===== config.mk =====
export PLATFORM = sky130hd
export DESIGN_NAME = audio_mixer_n_flat
export DESIGN_NICKNAME = d
export VERILOG_FILES = /design/src/rtl/audio_mixer_n_pkg.sv /design/src/rtl/audio_mixer_n_if.sv /design/src/rtl/audio_mixer_n_scale.sv /design/src/rtl/audio_mixer_n.sv /design/src/flat_wrapper.sv
export SDC_FILE = /design/constraint.sdc
export NUM_CORES = 1
export LEC_CHECK = 0
export BUFFER_PORTS_ARGS = -buffer_cell sky130_fd_sc_hd__buf_4
export CORE_UTILIZATION = 66
export CTS_CLUSTER_SIZE = 10
export DETAILED_ROUTE_END_ITERATION = 8
export HOLD_SLACK_MARGIN = 0.1
export PLACE_DENSITY = 0.93
export RECOVER_POWER = 25
export SYNTH_ARGS = -nofsm -noshare
export SYNTH_HDL_FRONTEND = slang
export SYNTH_SLANG_ARGS = --single-unit

===== constraint.sdc =====
create_clock -name clk_100 -period 18.02 [get_ports clk_100]
set_clock_uncertainty 0.1 [all_clocks]
set_input_delay 0.901 -clock clk_100 [delete_from_list [all_inputs] [get_ports clk_100]]
set_output_delay 0.901 -clock clk_100 [all_outputs]
set_load 0.005 [all_outputs]

===== src/rtl/audio_mixer_n_pkg.sv =====
//==============================================================================
// Package : audio_pkg
// Brief   : Shared types, default sizes and saturation helper for the audio
//           mixing path and its channel generators.
// Rev     : 1.0 - initial release
//==============================================================================
`default_nettype none

package audio_pkg;

  // Default channel layout: four PSG voices plus two direct-sound FIFOs
  localparam int AUDIO_NUM_CH = 6;
  localparam int AUDIO_IN_W   = 16;
  localparam int AUDIO_OUT_W  = 24;

  typedef enum logic [1:0] {
    IDLE    = 2'd0,
    ACCUM   = 2'd1,
    SCALE   = 2'd2,
    PRESENT = 2'd3
  } mixer_state_t;

  // Clamp a wide signed value into the signed range of 'width' bits
  function automatic logic signed [63:0] saturate(input logic signed [63:0] value,
                                                  input int width);
    logic signed [63:0] max_v;
    logic signed [63:0] min_v;
    max_v = (64'sd1 <<< (width - 1)) - 64'sd1;
    min_v = -(64'sd1 <<< (width - 1));
    if (value > max_v) return max_v;
    if (value < min_v) return min_v;
    return value;
  endfunction

endpackage

`default_nettype wire


===== src/rtl/audio_mixer_n_if.sv =====
//==============================================================================
// Interface : audio_mixer_n_if
// Brief     : Codec-side link of the mixer: sample request plus the stereo
//             sample valid/ready handshake.
// Rev       : 1.0 - initial release
//==============================================================================
`default_nettype none

interface audio_mixer_n_if
  import audio_pkg::*;
#(
  parameter int OUT_W = AUDIO_OUT_W
);
  logic                    sample_req;
  logic signed [OUT_W-1:0] out_l;
  logic signed [OUT_W-1:0] out_r;
  logic                    out_valid;
  logic                    out_ready;

  // Mixer side
  modport master (
    input  sample_req,
    input  out_ready,
    output out_l,
    output out_r,
    output out_valid
  );

  // Codec side
  modport slave (
    output sample_req,
    output out_ready,
    input  out_l,
    input  out_r,
    input  out_valid
  );
endinterface

`default_nettype wire


===== src/rtl/audio_mixer_n_scale.sv =====
//==============================================================================
// Module  : audio_mix_scale
// Brief   : Combinational master-volume stage for one side: multiply the
//           accumulator by (master+1), arithmetic shift right by 3, saturate.
// Options : AUDIO_MIX_CLIP_STATUS_EN adds the 'clipped' indication output
// Rev     : 1.0 - initial release
//==============================================================================
`default_nettype none

module audio_mix_scale
  import audio_pkg::*;
#(
  parameter int ACC_W = 24,
  parameter int OUT_W = 24
)(
  input  logic signed [ACC_W-1:0] acc,
  input  logic        [2:0]       master,
  output logic signed [OUT_W-1:0] sample
`ifdef AUDIO_MIX_CLIP_STATUS_EN
  ,
  output logic                    clipped
`endif
);

  // Gain of up to 8 adds at most 4 bits of headroom before the shift
  localparam int c_PROD_W = ACC_W + 4;

  logic signed [4:0]          w_gain;
  logic signed [c_PROD_W-1:0] w_acc_x;
  logic signed [c_PROD_W-1:0] w_gain_x;
  logic signed [c_PROD_W-1:0] w_prod;
  logic signed [c_PROD_W-1:0] w_shift;
  logic signed [63:0]         w_wide;

  assign w_gain   = $signed({2'b00, master}) + 5'sd1;
  assign w_acc_x  = c_PROD_W'(acc);
  assign w_gain_x = c_PROD_W'(w_gain);
  assign w_prod   = w_acc_x * w_gain_x;
  assign w_shift  = w_prod >>> 3;
  assign w_wide   = 64'(w_shift);
  assign sample   = OUT_W'(saturate(w_wide, OUT_W));

`ifdef AUDIO_MIX_CLIP_STATUS_EN
  // Saturation happened whenever the narrowed sample no longer equals the wide value
  assign clipped = (64'(sample) != w_wide);
`endif

endmodule

`default_nettype wire


===== src/rtl/audio_mixer_n.sv =====
//==============================================================================
// Module  : audio_mixer_n
// Brief   : N-channel stereo mixer. Snapshots all channels on a codec sample
//           request, accumulates one channel per cycle with volume and L/R
//           enables, applies 3-bit master volume, saturates and presents the
//           stereo sample on a valid/ready handshake.
// Options : AUDIO_MIX_CLIP_STATUS_EN adds sticky clip_l/clip_r outputs
// Rev     : 1.0 - initial release
//==============================================================================
`default_nettype none

module audio_mixer_n
  import audio_pkg::*;
#(
  parameter int NUM_CH = AUDIO_NUM_CH,
  parameter int IN_W   = AUDIO_IN_W,
  parameter int VOL_W  = 4,
  parameter int OUT_W  = AUDIO_OUT_W
)(
  input  logic                    clk_100,
  input  logic                    reset_n,
  audio_mixer_n_if.master         codec,
  input  logic [NUM_CH*IN_W-1:0]  ch_data,
  input  logic [NUM_CH*VOL_W-1:0] ch_vol,
  input  logic [NUM_CH-1:0]       ch_en_l,
  input  logic [NUM_CH-1:0]       ch_en_r,
  input  logic [2:0]              master_l,
  input  logic [2:0]              master_r,
  output logic                    busy,
  output logic                    missed_req,
  input  logic                    clr_status
`ifdef AUDIO_MIX_CLIP_STATUS_EN
  ,
  output logic                    clip_l,
  output logic                    clip_r
`endif
);

  // Wide enough that summing NUM_CH full-scale products can never overflow
  localparam int c_ACC_W = IN_W + VOL_W + $clog2(NUM_CH) + 1;
  localparam int c_IDX_W = (NUM_CH > 1) ? $clog2(NUM_CH) : 1;

  mixer_state_t r_state;
  mixer_state_t w_state_next;
  logic         w_load;
  logic         w_accum;
  logic         w_scale;
  logic         w_done;

  logic signed [IN_W-1:0]    r_snap_data [NUM_CH];
  logic        [VOL_W-1:0]   r_snap_vol  [NUM_CH];
  logic        [NUM_CH-1:0]  r_snap_en_l;
  logic        [NUM_CH-1:0]  r_snap_en_r;
  logic        [2:0]         r_snap_master_l;
  logic        [2:0]         r_snap_master_r;
  logic        [c_IDX_W-1:0] r_idx;
  logic signed [c_ACC_W-1:0] r_acc_l;
  logic signed [c_ACC_W-1:0] r_acc_r;

  logic signed [c_ACC_W-1:0] w_data_x;
  logic signed [c_ACC_W-1:0] w_vol_x;
  logic signed [c_ACC_W-1:0] w_prod;
  logic                      w_last;
  logic signed [OUT_W-1:0]   w_sample_l;
  logic signed [OUT_W-1:0]   w_sample_r;

  // Volume is unsigned, so it is zero-extended before the signed multiply
  assign w_data_x = c_ACC_W'(r_snap_data[r_idx]);
  assign w_vol_x  = c_ACC_W'($signed({1'b0, r_snap_vol[r_idx]}));
  assign w_prod   = w_data_x * w_vol_x;
  assign w_last   = (r_idx == c_IDX_W'(NUM_CH - 1));
  assign busy     = (r_state != IDLE);

  // State register
  always_ff @(posedge clk_100) begin
    if (!reset_n) r_state <= IDLE;
    else          r_state <= w_state_next;
  end

  // Next-state and per-state datapath strobes
  always_comb begin
    w_state_next = r_state;
    w_load       = 1'b0;
    w_accum      = 1'b0;
    w_scale      = 1'b0;
    w_done       = 1'b0;
    case (r_state)
      IDLE: begin
        if (codec.sample_req) begin
          w_load       = 1'b1;
          w_state_next = ACCUM;
        end
      end
      ACCUM: begin
        w_accum = 1'b1;
        if (w_last) w_state_next = SCALE;
      end
      SCALE: begin
        w_scale      = 1'b1;
        w_state_next = PRESENT;
      end
      PRESENT: begin
        if (codec.out_ready) begin
          w_done       = 1'b1;
          w_state_next = IDLE;
        end
      end
      default: w_state_next = IDLE;
    endcase
  end

  // Snapshot of all mixing inputs; later input changes do not affect this mix
  always_ff @(posedge clk_100) begin
    if (w_load) begin
      for (int i = 0; i < NUM_CH; i++) begin
        r_snap_data[i] <= $signed(ch_data[i*IN_W +: IN_W]);
        r_snap_vol[i]  <= ch_vol[i*VOL_W +: VOL_W];
      end
      r_snap_en_l     <= ch_en_l;
      r_snap_en_r     <= ch_en_r;
      r_snap_master_l <= master_l;
      r_snap_master_r <= master_r;
    end
  end

  // Accumulators, channel index and the presented output sample
  always_ff @(posedge clk_100) begin
    if (!reset_n) begin
      r_idx           <= '0;
      r_acc_l         <= '0;
      r_acc_r         <= '0;
      codec.out_l     <= '0;
      codec.out_r     <= '0;
      codec.out_valid <= 1'b0;
    end else begin
      if (w_load) begin
        r_idx   <= '0;
        r_acc_l <= '0;
        r_acc_r <= '0;
      end
      if (w_accum) begin
        r_acc_l <= r_acc_l + (r_snap_en_l[r_idx] ? w_prod : '0);
        r_acc_r <= r_acc_r + (r_snap_en_r[r_idx] ? w_prod : '0);
        r_idx   <= r_idx + c_IDX_W'(1);
      end
      if (w_scale) begin
        codec.out_l     <= w_sample_l;
        codec.out_r     <= w_sample_r;
        codec.out_valid <= 1'b1;
      end
      if (w_done) codec.out_valid <= 1'b0;
    end
  end

  // Sticky record of requests dropped while a mix was in flight
  always_ff @(posedge clk_100) begin
    if (!reset_n)                             missed_req <= 1'b0;
    else if (codec.sample_req && r_state != IDLE) missed_req <= 1'b1;
    else if (clr_status)                      missed_req <= 1'b0;
  end

`ifdef AUDIO_MIX_CLIP_STATUS_EN
  logic w_clip_l;
  logic w_clip_r;

  audio_mix_scale #(.ACC_W(c_ACC_W), .OUT_W(OUT_W)) u_scale_l (
    .acc(r_acc_l), .master(r_snap_master_l), .sample(w_sample_l), .clipped(w_clip_l)
  );
  audio_mix_scale #(.ACC_W(c_ACC_W), .OUT_W(OUT_W)) u_scale_r (
    .acc(r_acc_r), .master(r_snap_master_r), .sample(w_sample_r), .clipped(w_clip_r)
  );

  // Sticky saturation flags, captured when the sample is scaled
  always_ff @(posedge clk_100) begin
    if (!reset_n) begin
      clip_l <= 1'b0;
      clip_r <= 1'b0;
    end else begin
      if (w_scale && w_clip_l) clip_l <= 1'b1;
      else if (clr_status)     clip_l <= 1'b0;
      if (w_scale && w_clip_r) clip_r <= 1'b1;
      else if (clr_status)     clip_r <= 1'b0;
    end
  end
`else
  audio_mix_scale #(.ACC_W(c_ACC_W), .OUT_W(OUT_W)) u_scale_l (
    .acc(r_acc_l), .master(r_snap_master_l), .sample(w_sample_l)
  );
  audio_mix_scale #(.ACC_W(c_ACC_W), .OUT_W(OUT_W)) u_scale_r (
    .acc(r_acc_r), .master(r_snap_master_r), .sample(w_sample_r)
  );
`endif

endmodule

`default_nettype wire


===== src/flat_wrapper.sv =====
// flat-port wrapper written by rule: the top's interface ports become plain ports
module audio_mixer_n_flat import audio_pkg::*;
#(
  parameter int NUM_CH = AUDIO_NUM_CH,
  parameter int IN_W   = AUDIO_IN_W,
  parameter int VOL_W  = 4,
  parameter int OUT_W  = AUDIO_OUT_W
)
  (clk_100, reset_n, ch_data, ch_vol, ch_en_l, ch_en_r, master_l, master_r, busy, missed_req, clr_status, codec_sample_req, codec_out_ready, codec_out_l, codec_out_r, codec_out_valid);
  audio_mixer_n_if #(.OUT_W(OUT_W)) codec_i ();
  input  logic clk_100;
  input  logic reset_n;
  input  logic [NUM_CH*IN_W-1:0] ch_data;
  input  logic [NUM_CH*VOL_W-1:0] ch_vol;
  input  logic [NUM_CH-1:0] ch_en_l;
  input  logic [NUM_CH-1:0] ch_en_r;
  input  logic [2:0] master_l;
  input  logic [2:0] master_r;
  output logic busy;
  output logic missed_req;
  input  logic clr_status;
  input wire logic [$bits(codec_i.sample_req)-1:0] codec_sample_req;
  input wire logic [$bits(codec_i.out_ready)-1:0] codec_out_ready;
  output wire logic [$bits(codec_i.out_l)-1:0] codec_out_l;
  output wire logic [$bits(codec_i.out_r)-1:0] codec_out_r;
  output wire logic [$bits(codec_i.out_valid)-1:0] codec_out_valid;
  assign codec_i.sample_req = codec_sample_req;
  assign codec_i.out_ready = codec_out_ready;
  assign codec_out_l = codec_i.out_l;
  assign codec_out_r = codec_i.out_r;
  assign codec_out_valid = codec_i.out_valid;
  audio_mixer_n #(.NUM_CH(NUM_CH), .IN_W(IN_W), .VOL_W(VOL_W), .OUT_W(OUT_W)) u_core (.clk_100(clk_100), .reset_n(reset_n), .codec(codec_i), .ch_data(ch_data), .ch_vol(ch_vol), .ch_en_l(ch_en_l), .ch_en_r(ch_en_r), .master_l(master_l), .master_r(master_r), .busy(busy), .missed_req(missed_req), .clr_status(clr_status));
endmodule

=== Word-level counts from Yosys, hierarchy flattened ===
Memory sizes are Yosys's and may differ from the RTL's. A register that Yosys moved wholly into a read port is not among the register bits.
Index checks and enable logic that the tools add are counted.

* Register bits: 121
* RAM bits: 120
* Bits of input ports: 143
* Output and inout port bits: 51
* Word-level logic and storage cells: 85
* Memories kept: 2

* Add/subtract/negate cells: 5
* $mul: 3
* Magnitude comparators: 5
* Equal/unequal tests: 7
* Multiplexer cells: 43
* Bitwise gates (word level): 1
* Reduce and logical (&&, ||, !) cells: 7

{| class="wikitable"
|+ Memories
! memory !! depth !! width !! read ports !! clocked after Yosys merged registers in !! write ports !! RTL line !! source
|-
| u_core.r_snap_data || 6 || 16 || 1 || 1 || 6 || audio_mixer_n.sv:50 || <nowiki>logic signed [IN_W-1:0] r_snap_data [NUM_CH];</nowiki>
|-
| u_core.r_snap_vol || 6 || 4 || 1 || 1 || 6 || audio_mixer_n.sv:51 || <nowiki>logic [VOL_W-1:0] r_snap_vol [NUM_CH];</nowiki>
|}

{| class="wikitable"
|+ Operator list
! operator !! count
|-
| 24-bit 2-to-1 mux || 13
|-
| 24-bit by 5-bit multiplier with 28-bit output || 2
|-
| 25-bit by 24-bit greater-than comparator with 1-bit output (second input constant) || 2
|-
| 25-bit by 24-bit less-than comparator with 1-bit output (second input constant) || 2
|-
| 24-bit adder || 2
|-
| 16-bit by 5-bit multiplier with 21-bit output || 1
|-
| 1-bit 2-to-1 mux || 18
|-
| 3-bit 2-to-1 mux || 6
|-
| 3-bit by 1-bit adder with 4-bit output (second input constant) || 2
|-
| 2-bit case mux with 4 select lines || 1
|-
| 1-bit binary-select mux with 3-bit select || 2
|-
| 2-bit 2-to-1 mux || 3
|-
| 2-bit nonzero test || 3
|-
| 2-bit == test (second input constant) || 2
|-
| 3-bit by 4-bit less-than comparator with 1-bit output (second input constant) || 1
|-
| 2-bit != test (second input constant) || 2
|-
| 3-bit by 1-bit adder with 3-bit output (second input constant) || 1
|-
| 3-bit == test (second input constant) || 1
|-
| 3-bit AND reduction || 1
|-
| 2-bit by 1-bit == test with 1-bit output (second input constant) || 1
|-
| 2-bit zero test || 1
|-
| 2-bit by 1-bit != test with 1-bit output (second input constant) || 1
|-
| 2-bit OR reduction || 1
|-
| 1-bit logical AND || 1
|-
| 1-bit inverter || 1
|}

=== Logic depth before layout (Yosys ltp) ===
Gate-level depths: netlist of run 1.

* Depth in word-level cells: 7
* Depth in mapped cells: 32
* Gate-level depth less buffers: 29

=== Modules after synthesis ===
From an unflattened synthesis of run 1, not the netlist that was laid out.

* Cell total of the unflattened synthesis: 2253
* Area, all modules: 21747.1 um^2

{| class="wikitable"
|+ Modules (own cells, without submodules)
! module !! instances !! cells each !! area an instance (um^2)
|-
| audio_mixer_n || 1 || 1255 || 13770.7
|-
| audio_mix_scale at u_core.u_scale_l || 1 || 512 || 4048.9
|-
| audio_mix_scale at u_core.u_scale_r || 1 || 486 || 3927.5
|}

=== Worst setup path before layout of run 1 ===
No wires, ideal clock.

* Path kind: register to register
* Start: register (tool-made name)
* End: register u_core.r_acc_r[22]
* Setup time: 0.120 ns
* Data arrival time: 7.484 ns
* Required time: 17.800 ns
* Setup slack: 10.317 ns
* Stages on the path, launching flop included: 30
* Path buffers: 3
* Cells stage by stage: dfxtp_1 -> buf_1 -> clkbuf_1 -> buf_1 -> mux2i_1 -> nand2_1 -> o21ai_0 -> nor2_1 -> ha_1 -> inv_1 -> fa_1 -> fa_1 -> inv_1 -> ha_1 -> a211oi_1 -> o21ai_0 -> a2111oi_0 -> nor2_1 -> xnor2_1 -> nor2_1 -> ha_1 -> a21o_1 -> a21o_1 -> a31o_2 -> a21o_1 -> a31oi_1 -> o21ai_0 -> or3_1 -> and4_1 -> a211o_1

{| class="wikitable"
|+ RTL lines
! item !! RTL line !! source
|-
| end signal, assigned || audio_mixer_n.sv:143 || <nowiki>r_acc_r <= r_acc_r + (r_snap_en_r[r_idx] ? w_prod : '0);</nowiki>
|-
| end, declared || audio_mixer_n.sv:58 || <nowiki>logic signed [c_ACC_W-1:0] r_acc_r;</nowiki>
|}

==> results of run 1 <==
-- cells by family after synthesis --
kind of cell	after synthesis	synth area share (%)
buffers and inverters	412	7.28
AND/OR/NAND/NOR	670	16.4
adder cells (fa/ha/maj)	340	24.4
XOR/XNOR	90	3.70
AO/OA/AOI/OAI	511	14.9
flip-flops	244	29.4
multiplexers	55	3.87
-- worst max-delay path, stage by stage (launching register included) --
cell,delay (ns)
dfxtp_1,1.06
mux4_2,0.43
o21ai_1,0.89
nor2_1,0.13
ha_1,0.33
inv_1,0.05
fa_1,0.50
fa_1,0.54
inv_1,0.04
ha_1,0.36
a211oi_1,0.38
o21ai_0,0.19
a2111oi_0,0.61
nor2_1,0.16
a21o_1,0.21
a21oi_1,0.16
xnor2_1,0.16
nor2_1,0.08
ha_1,0.35
nand4_1,0.15
nor2_1,0.07
a211oi_1,0.29
a21oi_1,0.13
nor3_1,0.55
a21oi_1,0.15
a41o_1,0.23
o31a_1,0.28
-- metrics by stage --
stage | util [%] | instances | setup slack, ns | hold WS (ns)
2_1_floorplan | - | 2322 | 10.32 | 0.375
3_3_place_gp | 72.9 | 2842 | 9.76 | 0.398
3_5_place_dp | 72.9 | 2842 | 9.53 | 0.413
4_1_cts | 75.8 | 2894 | 9.42 | 0.370
5_1_grt | 75.8 | 2894 | 8.74 | 0.399
6_report | 75.8 | 2894 | 9.28 | 0.402
-- per-layer routing --
layer,share of wire (%),track usage (%),routed length [um],up-vias
met1,42,37.2,20400,8174
li1,-,-,-,8256
met2,49,51.5,23800,609
met3,5.5,3.19,2660,106
met4,3.0,9.56,1460,0
met5,0,0,0,-
-- how the worst min path moves through the flow --
stage,cells past startpoint,slack (ns),end
global route,1,0.40,u_core.r_snap_data[3][2]$_DFFE_PP_
global placement,2,0.40,u_core.codec.out_r[23]$_SDFFE_PN0P_
floorplan,2,0.37,u_core.r_acc_r[15]$_SDFFE_PN0N_
finish,1,0.40,u_core.r_snap_data[5][4]$_DFFE_PP_
CTS,1,0.37,u_core.r_snap_data[2][14]$_DFFE_PP_
detailed placement,2,0.41,u_core.codec.out_r[23]$_SDFFE_PN0P_
-- registers in the layout, summed over array words and instances (netlist names), named ones only --
name,flops
u_core.r_acc_r,24
u_core.r_idx,3
u_core.codec.out_valid,1
u_core.codec.out_l,24
u_core.missed_req,1
u_core.r_snap_en_r,6
u_core.codec.out_r,24
u_core.r_state,2
u_core.r_snap_master_l,3
u_core.r_snap_data,96
u_core.r_snap_en_l,6
u_core.r_snap_master_r,3
u_core.r_acc_l,24
u_core.r_snap_vol,24
-- cells in the final DEF, fill, tap and decap left out, types with 53 or more instances in the layout --
master and n:
ha_1 189, nand2_1 128, clkbuf_4 108, xnor2_1 53, and2_1 153, a21oi_1 130
o21ai_0 134, dfxtp_1 105, inv_1 322, nor2_1 145, fa_1 131, buf_4 98
edfxtp_1 138
-- cell type report --
cell class / instances / area share, %
well taps: 402 / 2.10
repair buffers: 206 / 6.45
inverters: 324 / 5.09
multi-input cells: 1666 / 56.4
flip-flops and latches: 244 / 26.1
clock inverters: 5 / 0.318
clock buffers: 47 / 3.57
==> impl_metrics.csv, run 1 <==
group,metric,value,unit
status,status,"complete, no violations",
cts,cts_buffer_depth,3,
global_routing,grt_pass1_wl,79500,um
cts,h-tree-depth,1,
floorplan,fp.dieH,182,um
floorplan,core,31600,um^2
global_routing,grt_max_degree,102,
final_layout,ff_latch_area,6270,um^2
timing,slew_headroom,19.8,%
final_layout,final_area,24000,um^2
global_routing,grt_pass1_vias,16914,
yosys,synthTopCellsByCount,"inv_1, ha_1, and2_1, nor2_1, edfxtp_1",
drt,wl,48300,um
worst_setup_path,cp-start-kind,"flip-flop",
worst_setup_path,crit_path_end,"u_core.r_acc_l[21]$_SDFFE_PN0N_",
cts,postCtsSetupRepairBufs,0,
global_routing,gr-total-overflow,0,
final_layout,multiInputGateArea,13500,um^2
final_layout,final_nets,2936,
worst_hold_path,min_from,"ch_data[84]",
worst_setup_path,r2r_slack,9.28,ns
timing,period_minus_slack,8.74,ns
cts,root_buffer,"clkbuf_16",
cts,ctsHoldBuffers,0,
floorplan,io_pins,194,
timing,post-route-period-util,48.5,%
worst_setup_path,critPathCaptureType,"flip-flop",
final_layout,drive_gt1_share,11.8,%
global_routing,grt_usage,29.1,%
timing,setup_viol,0,
cts,cts_resized,0,
timing,rsz0062_at_grt,"no",
yosys,yosys.cell_count.top_type,"inv_1",
yosys,synthFlopType,"edfxtp_1",
flow_run,max_cap_viol_count,0,
placement,placed_area,23100,um^2
yosys,ys_seq_area_share,29.4,%
floorplan,die_w,182,um
worst_setup_path,required,18.36,ns
floorplan,rows,65,
yosys,syn_avg_cell_area,9.17,um^2
worst_setup_path,r2r-end,"u_core.r_acc_l[21]$_SDFFE_PN0N_",
cts,cts.sinks,244,
worst_setup_path,cp_data_arrival_time,9.08,ns
floorplan,die_area,33000,um^2
final_layout,antenna_cells,0,
yosys,yosys.area.top_type,"edfxtp_1",
drt,via_per_inst,5.92,
yosys,ys_seq_elements,244,
yosys,ys_async_sr_fraction,0,%
worst_setup_path,reg2reg_depth,26,
drt,final_antenna_net_count,0,
worst_hold_path,hold_path.class,"input port to flip-flop",
yosys,synthCells,2322,
global_routing,antenna_found_initial,0,
placement,dp_hpwl,37400,um
placement,port-buffer-count,193,
yosys,synth_nets,2786,
timing,hold_viol_final,0,
cts,clock_latency,0.58,ns
yosys,synth_edf_count,138,
cts,cts_tree,"done",
yosys,synth_top_area_share,19.5,%
drt,initialDrtViolationCount,1267,
cts,numCtsBuffers,30,
timing,finalSetupTns,0,ns
yosys,synth.distinct_cells,77,
final_layout,n_fill_cell,2118,
worst_setup_path,critical_path_class,"flip-flop to flip-flop",
timing,slew_viol_final,0,
final_layout,syn2layout_area_growth,12.7,%
placement,routabilityCongestion,0.929,
floorplan,start_util,67.3,%
timing,fmax,114,MHz
worst_setup_path,cp_max_fo,22,
yosys,synthTopCellsByArea,"edfxtp_1, fa_1, ha_1",
drt,firstDrtPassIters,5,
yosys,synth_area,21300,um^2
yosys,yosysWarnings,0,
timing,worst_slew_pin_slew,1.19,ns
cts,clkSlewWorstSetupHoldPaths,0.06,ns
drt,wl_per_cell,16.7,um
drt,vias,17145,
drt,drc_errors,0,
Power of run 1 is left out: the tool's default activity adds up to more than one toggle a clock period on the data nets, which glitch-free logic cannot reach.
==> run 2, diff against run 1 <==
--- a/config.mk
+++ b/config.mk
@@ -6,11 +6,11 @@
 export NUM_CORES = 1
 export LEC_CHECK = 0
 export BUFFER_PORTS_ARGS = -buffer_cell sky130_fd_sc_hd__buf_4
-export CORE_UTILIZATION = 66
+export CORE_UTILIZATION = 56
 export CTS_CLUSTER_SIZE = 10
 export DETAILED_ROUTE_END_ITERATION = 8
 export HOLD_SLACK_MARGIN = 0.1
-export PLACE_DENSITY = 0.93
+export PLACE_DENSITY = 0.85
 export RECOVER_POWER = 25
 export SYNTH_ARGS = -nofsm -noshare
 export SYNTH_HDL_FRONTEND = slang
==> constraint.sdc (replaced) <==
create_clock -name clk_100 -period 8.03 [get_ports clk_100]
set_clock_uncertainty 0.1 [all_clocks]
set_input_delay 0.4015 -clock clk_100 [delete_from_list [all_inputs] [get_ports clk_100]]
set_output_delay 0.4015 -clock clk_100 [all_outputs]
set_load 0.005 [all_outputs]
==> impl_metrics.csv, run 2 (synthesized netlist as in run 1, its figures left out) <==
group,metric,value,unit
status,status,"complete, no violations",
timing,fmax,129,MHz
drt,via_per_inst,5.65,
final_layout,final_util,68.0,%
global_routing,grt_usage,28.0,%
final_layout,ff_latch_area,6270,um^2
final_layout,syn2layout_area_growth,20.0,%
drt,wl_per_cell,17.2,um
worst_setup_path,critPathCaptureType,"flip-flop",
final_layout,regMostFlops,"u_core.r_snap_data",
final_layout,final_nets,3084,
worst_setup_path,crit_top_cell,"ha_1",
worst_setup_path,slowest_delay,0.60,ns
final_layout,multiInputGateArea,13500,um^2
drt,firstDrtPassIters,5,
cts,cts_buffer_depth,3,
floorplan,io_pins,194,
worst_setup_path,required,8.39,ns
power,netSwitchingPower,0.00569,W
cts,clkSlewWorstSetupHoldPaths,0.06,ns
cts,h-tree-depth,1,
placement,dp_hpwl,37200,um
power,internal-power,0.00565,W
worst_setup_path,cp-start-kind,"flip-flop",
timing,period_minus_slack,7.72,ns
drt,final_antenna_net_count,0,
final_layout,final_common_cell,"inv_1",
worst_setup_path,reg2reg_depth,25,
worst_hold_path,min_to,"u_core.missed_req$_SDFFE_PN0P_",
worst_hold_path,min_from,"codec_sample_req",
timing,hold_viol_final,0,
worst_hold_path,hold_path.class,"input port to flip-flop",
floorplan,start_util,56.7,%
drt,initialDrtViolationCount,1226,
power,powerDensity,444,nW/um^2
drt,wl,54200,um
placement,routabilityCongestion,0.913,
placement,port-buffer-count,193,
floorplan,core,37600,um^2
global_routing,grt_pass1_vias,17937,
timing,setup_viol,0,
cts,cts.sinks,244,
power,ir_drop,0.347,mV
final_layout,mostFrequentLayoutCells,"inv_1, ha_1, and2_1",
global_routing,grt_pass1_wl,88600,um
floorplan,rows,71,
power,leakage,11.7,nW
final_layout,largest_reg_flops,96,
cts,root_buffer,"clkbuf_16",
final_layout,n_fill_cell,2773,
power,p_sw_share,50.2,%
power,pwr-share-seq,17.3,%
floorplan,die_area,38800,um^2
cts,clock_latency,0.61,ns
cts,cts_tree,"done",
floorplan,die_w,197,um
timing,finalSetupTns,0,ns
final_layout,drive_gt1_share,11.1,%
timing,slew_viol_final,0,
global_routing,antenna_found_initial,0,
timing,whs,0.168,ns
timing,worst_slew_pin_slew,1.04,ns
global_routing,gr-total-overflow,0,
final_layout,antenna_cells,0,
worst_setup_path,r2r_slack,0.31,ns
floorplan,fp.dieH,197,um
timing,fin_ws,0.307,ns
power,combinationalPowerShare,71.1,%
global_routing,grt_max_degree,102,
drt,drc_errors,0,
timing,post-route-period-util,96.2,%
cts,numCtsBuffers,30,
power,p_clk_share,11.6,%
flow_run,max_cap_viol_count,0,
drt,vias,17798,
placement,dp_slack,0.217,ns
worst_setup_path,critical_path_class,"flip-flop to flip-flop",
worst_setup_path,cp_data_arrival_time,8.08,ns
timing,slew_headroom,30.7,%
worst_setup_path,cp_slowest_cell,"dfxtp_1",
worst_hold_path,min_path_cells,4,
worst_setup_path,r2r-end,"u_core.r_acc_l[23]$_SDFFE_PN0N_",
worst_setup_path,cp_max_fo,9,
[run 2: power groups by stage]
stage / combinational, W / clock, W / sequential, W
2_1_floorplan: 0.00595 / 0 / 0.00189
3_3_place_gp: 0.00754 / 0 / 0.00196
3_5_place_dp: 0.00781 / 0 / 0.00198
4_1_cts: 0.00793 / 0.00130 / 0.00196
5_1_grt: 0.00896 / 0.00137 / 0.00199
6_report: 0.00806 / 0.00131 / 0.00196
[run 2: cell type report]
class	instances	share of cell area [%]
Multi-Input combinational cell	1666	53.0
Sequential cell	244	24.5
Timing Repair Buffer	354	11.6
Inverter	324	4.78
Clock buffer	47	3.31
Tap cell	511	2.50
Clock inverter	5	0.309
[run 2: routing by layer]
layer / up-vias / share of wire, % / track usage, %
met1: 8476 / 43 / 35.8
met5: - / 0 / 0
met2: 675 / 48 / 48.5
met4: 0 / 2.8 / 8.84
met3: 102 / 6.4 / 4.60
li1: 8545 / - / -
[run 2: how the worst max path moves through the flow]
stage                     depth (start not counted)                         endpoint  slack, ns
final                                            25  u_core.r_acc_l[23]$_SDFFE_PN0N_       0.31
after global routing                             27  u_core.r_acc_l[23]$_SDFFE_PN0N_      -0.03
after CTS                                        27  u_core.r_acc_l[21]$_SDFFE_PN0N_       0.15
after detailed placement                         27  u_core.r_acc_l[21]$_SDFFE_PN0N_       0.22
after global placement                           27  u_core.r_acc_l[21]$_SDFFE_PN0N_       0.43
after floorplan                                  29  u_core.r_acc_r[22]$_SDFFE_PN0N_       0.33
[run 2: through the flow]
stage	total power [W]	area, um^2	cells
after floorplan	0.00784	21300	2322
after global placement	0.00950	23200	2958
after detailed placement	0.00979	23200	2958
after CTS	0.0112	25600	3150
after global routing	0.0123	25600	3151
final	0.0113	25600	3151
[run 2: what timing repair did]
action,CTS,global route
endpoints found under the hold margin,140,0
hold buffers,140,0
resized for setup,0,6
setup endpoints to repair,0,10
buffers inserted,0,1
[run 2: worst max-delay path, delay by kind of cell (launching register included)]
family	cells	cell delay, ns
and+or+nand+nor	6	1.45
adders and majority gates	5	2.06
muxes	2	0.72
DFF	1	0.60
buffers and inverters	3	0.39
AOI/OAI and AO/OA	9	2.26
Power figures use the tool's default switching activity.
==> run 3, diff against run 2 <==
--- a/config.mk
+++ b/config.mk
@@ -5,10 +5,12 @@
 export SDC_FILE = /design/constraint.sdc
 export NUM_CORES = 1
 export LEC_CHECK = 0
+export ABC_AREA = 1
 export BUFFER_PORTS_ARGS = -buffer_cell sky130_fd_sc_hd__buf_4
 export CORE_UTILIZATION = 56
 export CTS_CLUSTER_SIZE = 10
 export DETAILED_ROUTE_END_ITERATION = 8
+export GPL_ROUTABILITY_DRIVEN = 0
 export HOLD_SLACK_MARGIN = 0.1
 export PLACE_DENSITY = 0.85
 export RECOVER_POWER = 25
==> impl_metrics.csv, run 3 <==
group,metric,value,unit
yosys,yosysWarnings,0,
global_routing,grt_pass1_vias,19787,
floorplan,rows,70,
timing,slew_viol_final,0,
cts,clkSlewWorstSetupHoldPaths,0.07,ns
worst_setup_path,crit_top_cell,"nand2_1",
yosys,synthFlopType,"edfxtp_1",
timing,finalSetupTns,0,ns
yosys,synth_edf_count,138,
yosys,synthTopCellsByArea,"edfxtp_1, fa_1, ha_1",
final_layout,final_nets,3440,
final_layout,largest_reg_flops,96,
timing,fin_ws,0.484,ns
cts,root_buffer,"clkbuf_16",
timing,slew_headroom,24.6,%
floorplan,die_w,195,um
placement,placed_area,22700,um^2
placement,dp_slack,1.07,ns
drt,wl_per_cell,17.4,um
final_layout,final_common_cell,"inv_1",
drt,drc_errors,0,
yosys,ys_seq_elements,244,
yosys,synthTopCellsByCount,"inv_1, nand2_1, a21oi_1, nor2_1, ha_1",
floorplan,die_area,38100,um^2
yosys,yosys.cell_count.top_type,"inv_1",
worst_hold_path,hold_path.class,"input port to flip-flop",
final_layout,regMostFlops,"u_core.r_snap_data",
yosys,synth.distinct_cells,55,
final_layout,n_fill_cell,2693,
final_layout,syn2layout_area_growth,19.3,%
final_layout,final_area,25000,um^2
final_layout,mostFrequentLayoutCells,"inv_1, nand2_1, a21oi_1",
drt,vias,19732,
final_layout,drive_gt1_share,9.44,%
worst_setup_path,cp-start-kind,"flip-flop",
yosys,synth_mux_area_share,0,%
yosys,synth-compound-area-share,13.5,%
cts,cts_tree,"done",
timing,post-route-period-util,94.0,%
status,status,"complete, no violations",
drt,wl,60300,um
timing,period_minus_slack,7.55,ns
worst_setup_path,slowest_delay,0.57,ns
floorplan,start_util,57.0,%
floorplan,core,36700,um^2
cts,cts_buffer_depth,3,
timing,worst_slew_pin_slew,1.13,ns
yosys,synth-simple-area-share,18.8,%
floorplan,fp.dieH,195,um
cts,h-tree-depth,1,
global_routing,grt_max_degree,77,
worst_setup_path,required,8.34,ns
yosys,synth_nets,3143,
drt,initialDrtViolationCount,1663,
yosys,synth_fa_ha_area_share,23.9,%
drt,via_per_inst,5.69,
cts,clock_latency,0.62,ns
timing,fmax,133,MHz
yosys,synth_area,20900,um^2
yosys,synthXorXnorAreaFrac,3.09,%
placement,dp_hpwl,40100,um
global_routing,grt_pass1_wl,97700,um
timing,whs,0.182,ns
yosys,syn_avg_cell_area,7.81,um^2
yosys,ys_async_sr_fraction,0,%
yosys,yosys.area.top_type,"edfxtp_1",
global_routing,gr-total-overflow,0,
floorplan,io_pins,194,
placement,port-buffer-count,193,
yosys,synthCells,2679,
flow_run,max_cap_viol_count,0,
worst_setup_path,cp_data_arrival_time,7.86,ns
global_routing,grt_usage,31.7,%
worst_setup_path,critPathCaptureType,"flip-flop",
worst_setup_path,cp_max_fo,44,
worst_setup_path,cp_slowest_cell,"fa_1",
timing,rsz0062_at_grt,"no",
drt,firstDrtPassIters,6,
timing,setup_viol,0,
cts,numCtsBuffers,30,
cts,cts.sinks,244,
drt,final_antenna_net_count,0,
global_routing,antenna_found_initial,1,
timing,hold_viol_final,0,
yosys,synth_top_family_by_area,"adder cells",
worst_setup_path,critical_path_class,"flip-flop to flip-flop",
yosys,synth_top_area_share,19.8,%
yosys,ys_seq_area_share,30.0,%
-- run 3: changes by cell type after synthesis, moves of 32 or more --
cell	previous run	this run
inv_1	323	505
nor2b_1	51	0
a31oi_1	37	4
nand2_1	128	501
nand3_1	26	89
and2_1	153	1
a21oi_1	130	269
nand2b_1	52	0
a21o_1	39	7
nor2_1	146	267
-- run 3: routing by layer --
layer | vias up | routed length (um) | GRT usage (%)
met4 | 0 | 3730 | 17.7
met5 | - | 0 | 0
met1 | 9074 | 23000 | 38.1
li1 | 9199 | - | -
met2 | 1183 | 28600 | 54.7
met3 | 276 | 5000 | 4.54
-- run 3: repair_timing --
action | in CTS | in global routing
hold buffers | 141 | 0
resized for setup | 0 | 1
hold endpoints to repair | 140 | 0
setup buffers | 0 | 0
setup endpoints to repair | 0 | 3
-- run 3: metrics by stage --
step	cells	util, %
6_report	3467	68.0
5_1_grt	3467	68.0
4_1_cts	3466	68.1
3_5_place_dp	3271	61.8
3_3_place_gp	3271	61.8
2_1_floorplan	2679	-
-- run 3: final cells by class --
| type | count | area [um^2] | share of cell area (%) |
|---|---|---|---|
| timing repair buffer | 341 | 2860 | 11.4 |
| antenna | 1 | 2.50 | 0.0100 |
| multi-input combinational | 1846 | 12400 | 49.7 |
| clock buffer | 48 | 828 | 3.32 |
| clock inverter | 6 | 82.6 | 0.331 |
| tap | 468 | 586 | 2.35 |
| inverter | 513 | 1930 | 7.75 |
| sequential | 244 | 6270 | 25.1 |
-- run 3: worst paths after layout --
path,startpoint,endpoint,slack [ns],depth (start not counted)
hold / removal,reset_n,u_core.codec.out_r[9]$_SDFFE_PN0P_,0.18,3
hold reg to reg,u_core.codec.out_l[1]$_SDFFE_PN0P_,u_core.codec.out_l[1]$_SDFFE_PN0P_,0.38,2
setup reg to reg,flip-flop,u_core.r_acc_l[22]$_SDFFE_PN0N_,0.48,36
setup / recovery,flip-flop,u_core.r_acc_l[22]$_SDFFE_PN0N_,0.48,36
-- run 3: cell families after synthesis --
group,count (synthesis)
AO/OA/AOI/OAI,510
XOR/XNOR,73
adder cells (fa/ha/maj),321
buffers and inverters,589
flip-flops,244
AND/OR/NAND/NOR,942
-- run 3: critical path, delay by kind of cell, from the launching register on --
family	cells	cell delay, ns
DFF	1	0.41
buffers and inverters	4	0.72
xor gates and xnor gates	1	0.20
adders and majority gates	5	2.14
and+or+nand+nor	20	2.47
AOI/OAI and AO/OA	6	1.30
Power of run 3 is left out for the same reason.
